--- config.mk ---
export PLATFORM = sky130hd
export DESIGN_NAME = mux8_rr_sequencer_flat
export DESIGN_NICKNAME = d
export VERILOG_FILES = /design/src/rtl/mux8_rr_sequencer_pkg.sv /design/src/rtl/mux8_rr_sequencer_if.sv /design/src/rtl/mux8_rr_sequencer_rr_pick8.sv /design/src/rtl/mux8to1.sv /design/src/rtl/mux8_rr_sequencer.sv /design/src/flat_wrapper.sv
export SDC_FILE = /design/constraint.sdc
export NUM_CORES = 1
export LEC_CHECK = 0
export CAP_MARGIN = 20
export CORE_MARGIN = 1
export CORE_UTILIZATION = 30
export CTS_BUF_LIST = sky130_fd_sc_hd__clkbuf_8
export DETAILED_ROUTE_END_ITERATION = 8
export PLACE_DENSITY = 0.64
export SLEW_MARGIN = 20
export SYNTH_ARGS = -nofsm -noshare
export SYNTH_HDL_FRONTEND = slang
export SYNTH_HIERARCHICAL = 1
export SYNTH_SLANG_ARGS = --single-unit
--- constraint.sdc ---
create_clock -name clk -period 5.3 [get_ports clk]
set_input_delay 1.06 -clock clk [delete_from_list [all_inputs] [get_ports clk]]
set_output_delay 1.06 -clock clk [all_outputs]
set_load 0.02 [all_outputs]
--- src/rtl/mux8_rr_sequencer_pkg.sv ---
// Shared constants for the 8-channel round-robin mux sequencer.
//   NUM_CH / SEL_W : channel count and select width
//   ST_*           : FSM state encodings (2'd3 is unused and recovers to ST_IDLE)
package mux8_rr_sequencer_pkg;

  localparam int NUM_CH = 8;
  localparam int SEL_W  = 3;

  localparam logic [1:0] ST_IDLE = 2'd0;
  localparam logic [1:0] ST_SEL  = 2'd1;
  localparam logic [1:0] ST_OUT  = 2'd2;

endpackage

--- src/rtl/mux8_rr_sequencer_if.sv ---
// Output stream interface of the sequencer.
//   m_valid : word valid (driven by master)
//   m_ready : consumer ready (driven by slave)
//   m_data  : captured word
//   m_ch    : channel index of m_data
// Handshake: a word transfers on a rising clk edge where m_valid && m_ready.
// Once m_valid is high, the master holds m_valid, m_data and m_ch stable
// until that transfer; m_valid never depends combinationally on m_ready.
interface mux8_rr_sequencer_if
  import mux8_rr_sequencer_pkg::*;
#(
  parameter int DATA_WIDTH = 16
);

  logic                  m_valid;
  logic                  m_ready;
  logic [DATA_WIDTH-1:0] m_data;
  logic [SEL_W-1:0]      m_ch;

  modport master (
    output m_valid,
    output m_data,
    output m_ch,
    input  m_ready
  );

  modport slave (
    input  m_valid,
    input  m_data,
    input  m_ch,
    output m_ready
  );

endinterface

--- src/rtl/mux8_rr_sequencer_rr_pick8.sv ---
// Combinational round-robin picker for eight requesters.
//   req    : request vector
//   last   : last granted channel
//   found  : at least one request set
//   winner : first set request searching last+1, last+2, ... (mod 8)
module rr_pick8 (
  input  logic [7:0] req,
  input  logic [2:0] last,
  output logic       found,
  output logic [2:0] winner
);

  logic [2:0] idx;

  always_comb begin
    found  = 1'b0;
    winner = 3'd0;
    idx    = 3'd0;
    // k = 8 wraps back to last itself, so a lone request from the last
    // granted channel is still served.
    for (int k = 1; k <= 8; k++) begin
      idx = last + 3'(k);
      if (!found && req[idx]) begin
        found  = 1'b1;
        winner = idx;
      end
    end
  end

endmodule

--- src/rtl/mux8to1.sv ---
// Combinational 8:1 word mux.
//   in_data : eight packed words, word i at [i*DATA_WIDTH +: DATA_WIDTH]
//   sel     : word index
//   out     : selected word
module mux8to1 #(
  parameter int DATA_WIDTH = 16
) (
  input  logic [8*DATA_WIDTH-1:0] in_data,
  input  logic [2:0]              sel,
  output logic [DATA_WIDTH-1:0]   out
);

  always_comb begin
    out = in_data[sel*DATA_WIDTH +: DATA_WIDTH];
  end

endmodule

--- src/rtl/mux8_rr_sequencer.sv ---
// Round-robin sequencer sharing one 8:1 mux between eight producer channels.
//   clk, rst  : clock, asynchronous active-high reset
//   enable    : permits new grants (a transaction in flight always completes)
//   req       : per-channel level requests
//   in_data   : channel words, channel i at [i*DATA_WIDTH +: DATA_WIDTH]
//   ack       : one-hot pulse in the SEL cycle; the word is captured that cycle
//   sel       : registered mux select
//   m_if      : output stream (valid/ready, data, channel)
//   busy      : FSM not in IDLE
//   dbg_state : current FSM state
module mux8_rr_sequencer
  import mux8_rr_sequencer_pkg::*;
#(
  parameter int DATA_WIDTH = 16
) (
  input  logic                         clk,
  input  logic                         rst,
  input  logic                         enable,
  input  logic [NUM_CH-1:0]            req,
  input  logic [NUM_CH*DATA_WIDTH-1:0] in_data,
  output logic [NUM_CH-1:0]            ack,
  output logic [SEL_W-1:0]             sel,
  mux8_rr_sequencer_if.master          m_if,
  output logic                         busy,
  output logic [1:0]                   dbg_state
);

  logic [1:0]            state_q,   state_d;
  logic [SEL_W-1:0]      sel_q,     sel_d;
  logic [SEL_W-1:0]      last_q,    last_d;
  logic                  m_valid_q, m_valid_d;
  logic [DATA_WIDTH-1:0] m_data_q,  m_data_d;
  logic [SEL_W-1:0]      m_ch_q,    m_ch_d;

  logic                  pick_found;
  logic [SEL_W-1:0]      pick_winner;
  logic [DATA_WIDTH-1:0] mux_out;
  logic                  arb_ok;

  rr_pick8 u_pick (
    .req    (req),
    .last   (last_q),
    .found  (pick_found),
    .winner (pick_winner)
  );

  mux8to1 #(
    .DATA_WIDTH (DATA_WIDTH)
  ) u_mux (
    .in_data (in_data),
    .sel     (sel_q),
    .out     (mux_out)
  );

  assign arb_ok = enable && pick_found;

  always_comb begin
    state_d   = state_q;
    sel_d     = sel_q;
    last_d    = last_q;
    m_valid_d = m_valid_q;
    m_data_d  = m_data_q;
    m_ch_d    = m_ch_q;
    case (state_q)
      ST_IDLE: begin
        if (arb_ok) begin
          state_d = ST_SEL;
          sel_d   = pick_winner;
        end
      end
      ST_SEL: begin
        // sel has been stable for a full cycle, so the mux output is settled.
        state_d   = ST_OUT;
        m_data_d  = mux_out;
        m_ch_d    = sel_q;
        m_valid_d = 1'b1;
        last_d    = sel_q;
      end
      ST_OUT: begin
        if (m_if.m_ready) begin
          m_valid_d = 1'b0;
          if (arb_ok) begin
            state_d = ST_SEL;
            sel_d   = pick_winner;
          end else begin
            state_d = ST_IDLE;
          end
        end
      end
      default: begin
        state_d   = ST_IDLE;
        m_valid_d = 1'b0;
      end
    endcase
  end

  always_ff @(posedge clk or posedge rst) begin
    if (rst) begin
      state_q   <= ST_IDLE;
      sel_q     <= '0;
      last_q    <= 3'd7;
      m_valid_q <= 1'b0;
      m_data_q  <= '0;
      m_ch_q    <= '0;
    end else begin
      state_q   <= state_d;
      sel_q     <= sel_d;
      last_q    <= last_d;
      m_valid_q <= m_valid_d;
      m_data_q  <= m_data_d;
      m_ch_q    <= m_ch_d;
    end
  end

  // ack decodes straight from state so an async reset clears it at once.
  assign ack          = (state_q == ST_SEL) ? (8'd1 << sel_q) : 8'd0;
  assign sel          = sel_q;
  assign busy         = (state_q != ST_IDLE);
  assign dbg_state    = state_q;
  assign m_if.m_valid = m_valid_q;
  assign m_if.m_data  = m_data_q;
  assign m_if.m_ch    = m_ch_q;

endmodule

--- src/flat_wrapper.sv ---
// flat-port wrapper written by rule: the top's interface ports become plain ports
module mux8_rr_sequencer_flat import mux8_rr_sequencer_pkg::*;
#(
  parameter int DATA_WIDTH = 16
)
  (clk, rst, enable, req, in_data, ack, sel, busy, dbg_state, m_if_m_valid, m_if_m_data, m_if_m_ch, m_if_m_ready);
  mux8_rr_sequencer_if #(.DATA_WIDTH(DATA_WIDTH)) m_if_i ();
  input  logic clk;
  input  logic rst;
  input  logic enable;
  input  logic [NUM_CH-1:0] req;
  input  logic [NUM_CH*DATA_WIDTH-1:0] in_data;
  output logic [NUM_CH-1:0] ack;
  output logic [SEL_W-1:0] sel;
  output logic busy;
  output logic [1:0] dbg_state;
  output wire logic [$bits(m_if_i.m_valid)-1:0] m_if_m_valid;
  output wire logic [$bits(m_if_i.m_data)-1:0] m_if_m_data;
  output wire logic [$bits(m_if_i.m_ch)-1:0] m_if_m_ch;
  input wire logic [$bits(m_if_i.m_ready)-1:0] m_if_m_ready;
  assign m_if_m_valid = m_if_i.m_valid;
  assign m_if_m_data = m_if_i.m_data;
  assign m_if_m_ch = m_if_i.m_ch;
  assign m_if_i.m_ready = m_if_m_ready;
  mux8_rr_sequencer #(.DATA_WIDTH(DATA_WIDTH)) u_core (.clk(clk), .rst(rst), .enable(enable), .req(req), .in_data(in_data), .ack(ack), .sel(sel), .m_if(m_if_i), .busy(busy), .dbg_state(dbg_state));
endmodule
# After elaboration in Yosys (flattened, before gate mapping)
# Cells that the tools add are included.
[totals] regBits=28 elab_cells=91 input_bits=140
[op_classes] add_sub_neg=7 n_shift=2 order_cmp=8 bitwise=1 n_eq_ne=4 n_reduce_logical=21 n_mux=42
[ops] operator="128-bit by 8-bit variable part select with 16-bit output" count=1
[ops] operator="3-bit by 4-bit less-than comparator with 1-bit output (second input constant)" count=8
[ops] operator="3-bit 2-to-1 mux" count=10
[ops] operator="1-bit binary-select mux with 3-bit select" count=8
[ops] operator="1-bit 2-to-1 mux" count=18
[ops] operator="3-bit adder (second input constant)" count=4
[ops] operator="1-bit logical AND" count=8
[ops] operator="8-bit 2-to-1 mux" count=1
[ops] operator="1-bit by 3-bit << shifter with 8-bit output (first input constant)" count=1
[ops] operator="1-bit zero test" count=7
[ops] operator="3-bit by 2-bit adder with 3-bit output (second input constant)" count=2
[ops] operator="2-bit one-hot mux with 3 select lines" count=1
[ops] operator="3-bit one-hot mux with 2 select lines" count=1
[ops] operator="2-bit AND reduction" count=3
[ops] operator="2-bit 2-to-1 mux" count=2
[ops] operator="2-bit nonzero test" count=2
[ops] operator="3-bit by 1-bit adder with 3-bit output (second input constant)" count=1
[ops] operator="1-bit one-hot mux with 3 select lines" count=1
[ops] operator="2-bit by 1-bit == test with 1-bit output (second input constant)" count=1
[ops] operator="2-bit == test (second input constant)" count=1
[ops] operator="2-bit zero test" count=1
[ops] operator="2-bit by 1-bit != test with 1-bit output (second input constant)" count=1
[ops] operator="2-bit != test (second input constant)" count=1
[ops] operator="1-bit inverter" count=1

# Logic depth before layout (Yosys ltp)
# Gate-level depths: netlist of run 1.
[logic_depth] word_depth=29 depth_mapped=14 ltp_nobuf=10

# Cells and area by module
# The synthesis of run 1 kept the hierarchy.
[modules_own_cells] module="mux8_rr_sequencer" area_per_inst_um2=1171.1 cells_each=122 instances=1 seq_area_each_um2=704.4
[modules_own_cells] module="mux8to1" area_per_inst_um2=1071.0 cells_each=57 instances=1 seq_area_each_um2=0.0
[modules_own_cells] module="rr_pick8" area_per_inst_um2=785.8 cells_each=93 instances=1 seq_area_each_um2=0.0

# Least setup slack after synthesis of run 1
# No wires, ideal clock.
[synth_path] kind="reg2reg" startpoint="register u_core.last_q[1]" endpoint="register u_core.sel_q[0] (netlist: u_core/sel[0])" synth_period_minus_slack_ps=3906 slack_ps=1394 path_stages_with_launch=15 path_buffers=4 t_arrival_ps=3781 required_ps=5175 setup_ps=125 cell_sequence="dfstp_2 clkbuf_1 clkbuf_1 inv_1 ha_1 clkbuf_1 mux4_1 mux2_4 or4_1 buf_2 nor3_2 nand2_1 nand2_1 nor3_4 mux2_4"
[synth_via] elab_chain_cells=29 elab_cells_between_ends=57
[synth_lines] element="start, declared" line="mux8_rr_sequencer.sv:30" rtl="logic [SEL_W-1:0] last_q, last_d;"
[synth_lines] element="start signal, assigned" line="mux8_rr_sequencer.sv:108" rtl="last_q <= last_d;"
[synth_lines] element="3-bit by 1-bit adder with 3-bit output" line="mux8_rr_sequencer_rr_pick8.sv:22" rtl="idx = last + 3'(k);"
[synth_lines] element="1-bit binary-select mux with 3-bit select" line="mux8_rr_sequencer_rr_pick8.sv:23" rtl="if (!found && req[idx]) begin"
[synth_lines] element="1-bit 2-to-1 mux (implied by the code)" line="mux8_rr_sequencer_rr_pick8.sv:23"
[synth_lines] element="1-bit 2-to-1 mux" line="mux8_rr_sequencer_rr_pick8.sv:23"
[synth_lines] element="1-bit zero test" line="mux8_rr_sequencer_rr_pick8.sv:23"
[synth_lines] element="1-bit logical AND" line="mux8_rr_sequencer_rr_pick8.sv:23"
[synth_lines] element="1-bit 2-to-1 mux" line="mux8_rr_sequencer_rr_pick8.sv:23"
[synth_lines] element="1-bit zero test" line="mux8_rr_sequencer_rr_pick8.sv:23"
[synth_lines] element="(+14 left out)"
[synth_lines] element="1-bit zero test" line="mux8_rr_sequencer_rr_pick8.sv:23"
[synth_lines] element="1-bit logical AND" line="mux8_rr_sequencer_rr_pick8.sv:23"
[synth_lines] element="1-bit 2-to-1 mux (*)" line="mux8_rr_sequencer_rr_pick8.sv:23"
[synth_lines] element="via u_core.pick_found" line="mux8_rr_sequencer.sv:35" rtl="logic pick_found;"
[synth_lines] element="1-bit logical AND (*)" line="mux8_rr_sequencer.sv:55" rtl="assign arb_ok = enable && pick_found;"
[synth_lines] element="3-bit 2-to-1 mux (*)" line="mux8_rr_sequencer.sv:66, mux8_rr_sequencer.sv:82"
[synth_lines] element="3-bit 2-to-1 mux" line="mux8_rr_sequencer.sv:80" rtl="if (m_if.m_ready) begin"
[synth_lines] element="3-bit one-hot mux with 2 select lines (*)" line="mux8_rr_sequencer.sv:64" rtl="case (state_q)"
[synth_lines] element="end signal, assigned" line="mux8_rr_sequencer.sv:107" rtl="sel_q <= sel_d;"
[synth_lines] element="end, declared" line="mux8_rr_sequencer.sv:29" rtl="logic [SEL_W-1:0] sel_q, sel_d;"
# The timed path passes the listed nets; every way through them passes the cells marked *. The select of a mux whose other input is x is not followed.
# A chain may end at the register's enable or synchronous reset.

# Worst setup path in the final report of run 1
[layout_path] startpoint="input port req[3]" endpoint="register u_core.sel_q[0] (netlist: u_core/sel[0])"
[layout_via] elab_chain_cells=28 elab_cells_between_ends=50
[layout_lines] element="start, declared" line="flat_wrapper.sv:11" rtl="input logic [NUM_CH-1:0] req;"
[layout_lines] element="1-bit binary-select mux with 3-bit select" line="mux8_rr_sequencer_rr_pick8.sv:23"
[layout_lines] element="1-bit 2-to-1 mux (implied by the code)" line="mux8_rr_sequencer_rr_pick8.sv:23"
[layout_lines] element="1-bit 2-to-1 mux" line="mux8_rr_sequencer_rr_pick8.sv:23"
[layout_lines] element="1-bit zero test" line="mux8_rr_sequencer_rr_pick8.sv:23"
[layout_lines] element="1-bit logical AND" line="mux8_rr_sequencer_rr_pick8.sv:23"
[layout_lines] element="1-bit 2-to-1 mux" line="mux8_rr_sequencer_rr_pick8.sv:23"
[layout_lines] element="1-bit zero test" line="mux8_rr_sequencer_rr_pick8.sv:23"
[layout_lines] element="1-bit logical AND" line="mux8_rr_sequencer_rr_pick8.sv:23"
[layout_lines] element="(+13 left out)"
[layout_lines] element="1-bit zero test" line="mux8_rr_sequencer_rr_pick8.sv:23"
[layout_lines] element="1-bit logical AND" line="mux8_rr_sequencer_rr_pick8.sv:23"
[layout_lines] element="1-bit 2-to-1 mux (*)" line="mux8_rr_sequencer_rr_pick8.sv:23"
[layout_lines] element="via u_core.pick_found" line="mux8_rr_sequencer.sv:35"
[layout_lines] element="1-bit logical AND (*)" line="mux8_rr_sequencer.sv:55"
[layout_lines] element="3-bit 2-to-1 mux (*)" line="mux8_rr_sequencer.sv:66, mux8_rr_sequencer.sv:82"
[layout_lines] element="3-bit 2-to-1 mux" line="mux8_rr_sequencer.sv:80"
[layout_lines] element="3-bit one-hot mux with 2 select lines (*)" line="mux8_rr_sequencer.sv:64"
# Marked as above.

==> impl_metrics.yaml, run 1 <==
outcome:
  status: "finished, final reports clean"
clock_network:
  cts_hold_buf: 0
  cts_htree_levels: 1
  cts_buffers: 3
  cts_root_buffer: "clkbuf_8"
  worstSkewPairLatency_ns: 0.27
  clock_path_buffers: 2
  cts_setup_buffers: 0
  cts.clk_slew.worst_paths_ns: 0.10
  tritoncts: "yes"
  post_cts_resized: 0
  cts_num_sinks: 28
routing:
  avgViaCountPerCell: 5.05
  ant_nets: 0
  drt-pass1-iter-count: 4
  num_vias: 2847
  wire_per_inst_um: 17.5
  drt_first_iter_violations: 72
  wl_um: 9890
  drcViolationCount: 0
setup_path:
  path_max_fanout: 6
  path_common_cell: "nand2_1"
  required_ns: 5.47
  worstSetupEndpointType: "register"
  crit_arrival_ns: 4.00
  critPathLaunchType: "primary input"
  r2r_slack_ns: 1.55
  ff2ff_path_depth: 10
  r2r_end: "u_core/sel[0]"
  path_cells: "clkdlybuf4s50_1, mux4_1, mux2_1, or4_1, nor3_2, nand2_1, nand2_1, nor3_4, mux2_4"
  worstSetupPathType: "primary input to register"
  crit_path_top_delay_cell: "mux4_1"
  slowest_delay_ns: 0.66
  reg2reg_from: "u_core/last_q[0]"
grt:
  met3_usage: 0.0506
  gr-usage-met2: 0.335
  grt_pass1_vias: 3003
  grt_overflow: 0
  grt_start_max_net_pins: 41
  globalRouteMet1Util: 0.226
  grt_most_used_layer: "met2"
  grt_antenna_before_repair: 0
  grt_use_total: 0.189
  grt_pass1_wl_um: 15100
synthesis:
  synth-adder-area-share: 0.00826
  synth_simple_gate_area_share: 0.163
  synth_nets: 414
  synth_compound_area_frac: 0.0702
  synthFlopType: "dfrtp_1"
  synth_top_family_by_area: "multiplexers"
  synth_xor_area_frac: 0.00868
  synth_cells: 272
  synthArstFlopShare: 1.00
  yosys_warnings: 6
  synth_seq_cells: 28
  synthDistinctLibCells: 50
  syn_area_um2: 3030
  synth.area.mux_share: 0.461
  yosysTopAreaCell: "mux4_1"
  synth_edf_count: 0
  syn_area_per_cell_um2: 11.1
  netlist_top_cells_area: "mux4_1 29%, dfrtp_1 21%, nand2_1 9.0%"
  synth_top_area_frac: 0.286
  ys_seq_area_frac: 0.233
cells_and_area:
  area_growth_pct: 59.9
  nets: 574
  stdcell_count: 564
  fillers: 909
  drive_gt1_frac: 0.107
  multi_input_area_um2: 2150
  regArea_um2: 706
  diodes: 0
placement:
  place.gp.congestion: 0.822
  placed_cells: 560
  dp.final_hpwl_um: 7870
  port_buffers: 173
timing:
  fmax_ghz: 0.261
  fin_crit_ns: 3.83
  worst_pin_slew_ns: 1.03
  slew_viol_final: 0
  finalSetupViolations: 0
  hold_viol: 0
  max_slew_margin: 0.313
  finalSetupTns_ns: 0
  min_period_over_period: 0.723
  clock_skew_ns: 0.00955
  rsz0062_at_grt: "false"
min_path:
  hold_start: "u_core/m_if.m_data[6]"
  hold_end: "u_core/m_if.m_data[6]"
  holdPathStages: 2
  worstHoldPathType: "register to register"
die:
  start_util: 0.310
  chipHeight_um: 102
  num_rows: 36
  fp.dieW_um: 102
  die_area_um2: 10500
  fp.coreArea_um2: 9770
  io_pins: 174
job:
  maxCapViolations: 0
pwr:
  ir_drop_v: 0.000235
  total_leakage_power_nw: 1.98
  p_per_area_nw_per_um2: 487
  total_power_mw: 2.36
## placed cells by master, fill, tap and decap left out, types with 2 or more instances in the layout
cell type        instances
a211o_1                  2
a21oi_1                  9
a22oi_1                  2
a31oi_1                  3
buf_4                    3
clkbuf_8                 3
clkdlybuf4s50_1        173
dfrtp_1                 24
dfstp_2                  3
ha_1                     2
inv_1                    4
mux2_1                   5
mux2_2                  18
mux2_4                   5
mux2i_1                  6
mux4_1                  33
mux4_2                   6
nand2_1                 73
nand2b_1                 5
nand3_1                  2
nor2_1                  11
nor2b_1                  2
nor3_1                   4
nor3_2                   2
nor4_1                   2
o211ai_1                 2
o21a_1                   2
o21ai_0                  2
o21ai_1                  2
or4_1                    2
xor2_1                   2
## through the flow
step / hold slack [ns] / setup WS, ns / cell area, um2 / util
finish: 0.481 / 1.47 / 4840 / 0.495
global route: 0.515 / 1.35 / 4840 / 0.495
CTS: 0.487 / 1.49 / 4840 / 0.495
detailed placement: 0.462 / 1.21 / 4800 / 0.491
global placement: 0.459 / 1.27 / 4800 / 0.491
floorplan: 0.448 / 1.39 / 3030 / -
## state kept, by name, indices dropped and copies added, names as in the netlist
signal               cells
u_core/m_if.m_ch         3
u_core/dbg_state         2
u_core/m_if.m_data      16
u_core/sel               3
u_core/m_if.m_valid      1
u_core/last_q            3
## cells in the mapped netlist, types with 2 or more instances
| cell | count |
|---|---|
| nand3_1 | 2 |
| nor3_1 | 4 |
| mux2_1 | 5 |
| xor2_1 | 2 |
| inv_1 | 4 |
| mux2_4 | 5 |
| o21ai_1 | 2 |
| buf_2 | 2 |
| a31oi_1 | 3 |
| nor3_2 | 2 |
| mux4_2 | 6 |
| a22oi_1 | 2 |
| nand2b_1 | 5 |
| buf_1 | 3 |
| mux2i_1 | 6 |
| nor4_1 | 2 |
| dfstp_2 | 3 |
| dfrtp_1 | 25 |
| o21a_1 | 2 |
| mux4_1 | 33 |
| buf_4 | 2 |
| or4_1 | 2 |
| buf_6 | 7 |
| ha_1 | 2 |
| a21oi_1 | 9 |
| nor2b_1 | 2 |
| nand2_1 | 73 |
| o21ai_0 | 2 |
| nor2_1 | 11 |
| o211ai_1 | 2 |
| a211o_1 | 2 |
| mux2_2 | 18 |
| clkbuf_1 | 5 |
## layout make-up
class,count,area share
Multi-Input combinational cell,219,0.445
Clock inverter,1,0.000775
Clock buffer,3,0.00853
Sequential cell,28,0.146
Inverter,4,0.00310
Timing Repair Buffer,176,0.362
Tap cell,133,0.0344
## power by group
part / internal [mW] / leakage [nW] / switching, mW
registers: 0.324 / 0.336 / 0.144
logic: 0.938 / 1.61 / 0.837
clock network: 0.0519 / 0.0269 / 0.0649
total: 1.31 / 1.98 / 1.05
## metal layers
metal  routed length [um]  part of all wire
met1                 3860              0.39
met2                 5120              0.52
met3                  733             0.074
met4                  165             0.017
met5                    0                 0
## worst max-delay path: cells and delay by family
kind / cells / cell delay [ns]
buffers and inverters: 1 / 0.48
muxes: 3 / 1.33
and+or+nand+nor: 5 / 1.14
## cell families (layout without fill, tap and decap cells)
group           after synthesis  count (layout)
compound gates               32              32
xor+xnor                      3               3
fa+ha+maj                     2               2
buf+inv                      25             184
flops                        28              28
mux                          73              73
simple gates                109             109
## worst max-delay path by stage
stage,cells after the start,startpoint,slack [ns],endpoint
after floorplan,14,u_core/last_q[1],1.39,u_core/sel[0]
after global placement,9,req[3],1.27,u_core/sel[1]
after detailed placement,9,req[0],1.21,u_core/sel[0]
after CTS,9,req[3],1.49,u_core/sel[0]
after global routing,10,u_core/last_q[0],1.35,u_core/sel[0]
final,9,req[3],1.47,u_core/sel[0]
Power figures use the tool's default switching activity.
==> run 2: changes to the inputs <==
Clock period 5.3 ns to 3.72 ns, I/O delays scaled along.
==> run 2 against run 1 <==
Sequential power is 36% higher. Power is 47% higher. Cell area is 1.6% higher. Wire length is 3.8% higher. Combinational power is 50% higher. Final cell count is 1.6% higher. Worst setup slack worse by 1.2 ns. Die area stayed put. Largest power group unchanged.
==> impl_metrics.yaml, run 2 (synthesis results as in run 1) <==
outcome:
  status: "finished, final reports clean"
cells_and_area:
  diodes: 0
  largest_reg_flops: 16
  area_growth_pct: 62.4
  drive_gt1_frac: 0.125
  mostFrequentLayoutCell: "clkdlybuf4s50_1"
  final_cell_area_um2: 4920
  nets: 583
  postLayoutCoreUtil: 0.503
  layout_common_cells: "173 x clkdlybuf4s50_1, 73 x nand2_1, 33 x mux4_1, 24 x dfrtp_1, 18 x mux2_2"
setup_path:
  slowest_delay_ns: 0.59
  path_max_fanout: 10
  crit_arrival_ns: 3.57
  reg2reg_from: "u_core/last_q[1]"
  required_ns: 3.88
  ff2ff_path_depth: 10
  critPathLaunchType: "register"
  worstSetupEndpointType: "register"
  worstSetupPathType: "register to register"
  r2r_slack_ns: 0.31
  crit_path_top_delay_cell: "or4_1"
  path_cells: "inv_1, ha_1, mux4_1, mux2_4, or4_1, nor3_2, nand2_1, nand2_1, nor3_4, mux2_4"
  r2r_end: "u_core/sel[2]"
min_path:
  worstHoldPathType: "register to register"
  holdPathStages: 2
  hold_end: "u_core/m_if.m_data[6]"
  hold_start: "u_core/m_if.m_data[6]"
clock_network:
  tritoncts: "yes"
  cts_buffers: 3
  clock_path_buffers: 2
  cts_root_buffer: "clkbuf_8"
  cts_htree_levels: 1
  cts_setup_buffers: 0
  cts_hold_buf: 0
  cts_num_sinks: 28
  cts.clk_slew.worst_paths_ns: 0.10
  post_cts_resized: 0
  worstSkewPairLatency_ns: 0.27
routing:
  drt_first_iter_violations: 111
  avgViaCountPerCell: 5.10
  ant_nets: 0
  drt-pass1-iter-count: 4
  drcViolationCount: 0
  wl_um: 10300
  num_vias: 2920
  wire_per_inst_um: 17.9
pwr:
  total_leakage_power_nw: 2.02
  p_per_area_nw_per_um2: 707
  ir_drop_v: 0.000274
die:
  chipHeight_um: 102
  num_rows: 36
  io_pins: 174
  die_area_um2: 10500
  fp.coreArea_um2: 9770
  start_util: 0.310
  fp.dieW_um: 102
job:
  maxCapViolations: 0
placement:
  port_buffers: 173
  dp.final_hpwl_um: 8310
  place.gp.congestion: 0.795
  postPlaceCellArea_um2: 4860
timing:
  worst_pin_slew_ns: 0.909
  fin_crit_ns: 3.41
  clock_skew_ns: 0.00410
  min_period_over_period: 0.917
  slew_viol_final: 0
  finalSetupViolations: 0
  finalSetupTns_ns: 0
  hold_viol: 0
  max_slew_margin: 0.390
  fmax_ghz: 0.293
  rsz0062_at_grt: "false"
grt:
  grt_use_total: 0.196
  grt_antenna_before_repair: 0
  grt_pass1_vias: 3065
  grt_overflow: 0
  grt_start_max_net_pins: 29
  grt_pass1_wl_um: 15600
## run 2: changes by cell type in the layout (fill, tap and decap cells not counted)
cell	delta
buf_4	+9
clkbuf_8	+1
clkinv_1	+1
inv_1	-1
inv_2	-1
## run 2: layout make-up
type / count / area, um2
Clock buffer: 4 / 55.1
Fill cell: 875 / 4860
Inverter: 4 / 15.0
Multi-Input combinational cell: 219 / 2150
Sequential cell: 28 / 706
Tap cell: 133 / 166
Timing Repair Buffer: 185 / 1820
## run 2: worst max-delay path by stage
stage / slack (ns) / start / depth (start not counted) / to
2_1_floorplan: 0.06 / u_core/last_q[1] / 14 / u_core/sel[0]
3_3_place_gp: 0.15 / req[6] / 9 / u_core/sel[0]
3_5_place_dp: 0.13 / req[6] / 9 / u_core/sel[0]
4_1_cts: 0.36 / u_core/last_q[1] / 10 / u_core/sel[2]
5_1_grt: 0.23 / u_core/last_q[1] / 10 / u_core/sel[2]
6_report: 0.31 / u_core/last_q[1] / 10 / u_core/sel[2]
## run 2: worst max-delay path, delay by kind of cell, from the launching register on
kind                     cells  cell delay, ns
flip-flops                   1            0.54
adder cells (fa/ha/maj)      1            0.52
AND/OR/NAND/NOR              5            1.05
multiplexers                 3            1.07
buffers and inverters        1            0.09
## run 2: stage by stage
step	hold WS [ns]	total power, mW	setup WS [ns]	std cells
after floorplan	0.448	2.49	0.0578	272
after global placement	0.461	3.26	0.145	569
after detailed placement	0.461	3.28	0.127	569
after CTS	0.485	3.49	0.358	573
after global routing	0.507	3.73	0.234	573
final	0.482	3.48	0.310	573
## run 2: where the power goes
group / leakage (nW) / switching [mW] / internal [mW]
registers: 0.336 / 0.178 / 0.460
clock network: 0.0288 / 0.0916 / 0.0946
logic: 1.66 / 1.27 / 1.39
total: 2.02 / 1.54 / 1.94
## run 2: routing by layer
metal,track usage,wire length [um],vias to the layer above,share of wire
met5,0,0,-,0
met4,0.0451,143,0,0.014
met3,0.0643,969,8,0.094
met2,0.350,5330,125,0.52
met1,0.225,3820,1399,0.37
li1,-,-,1388,-
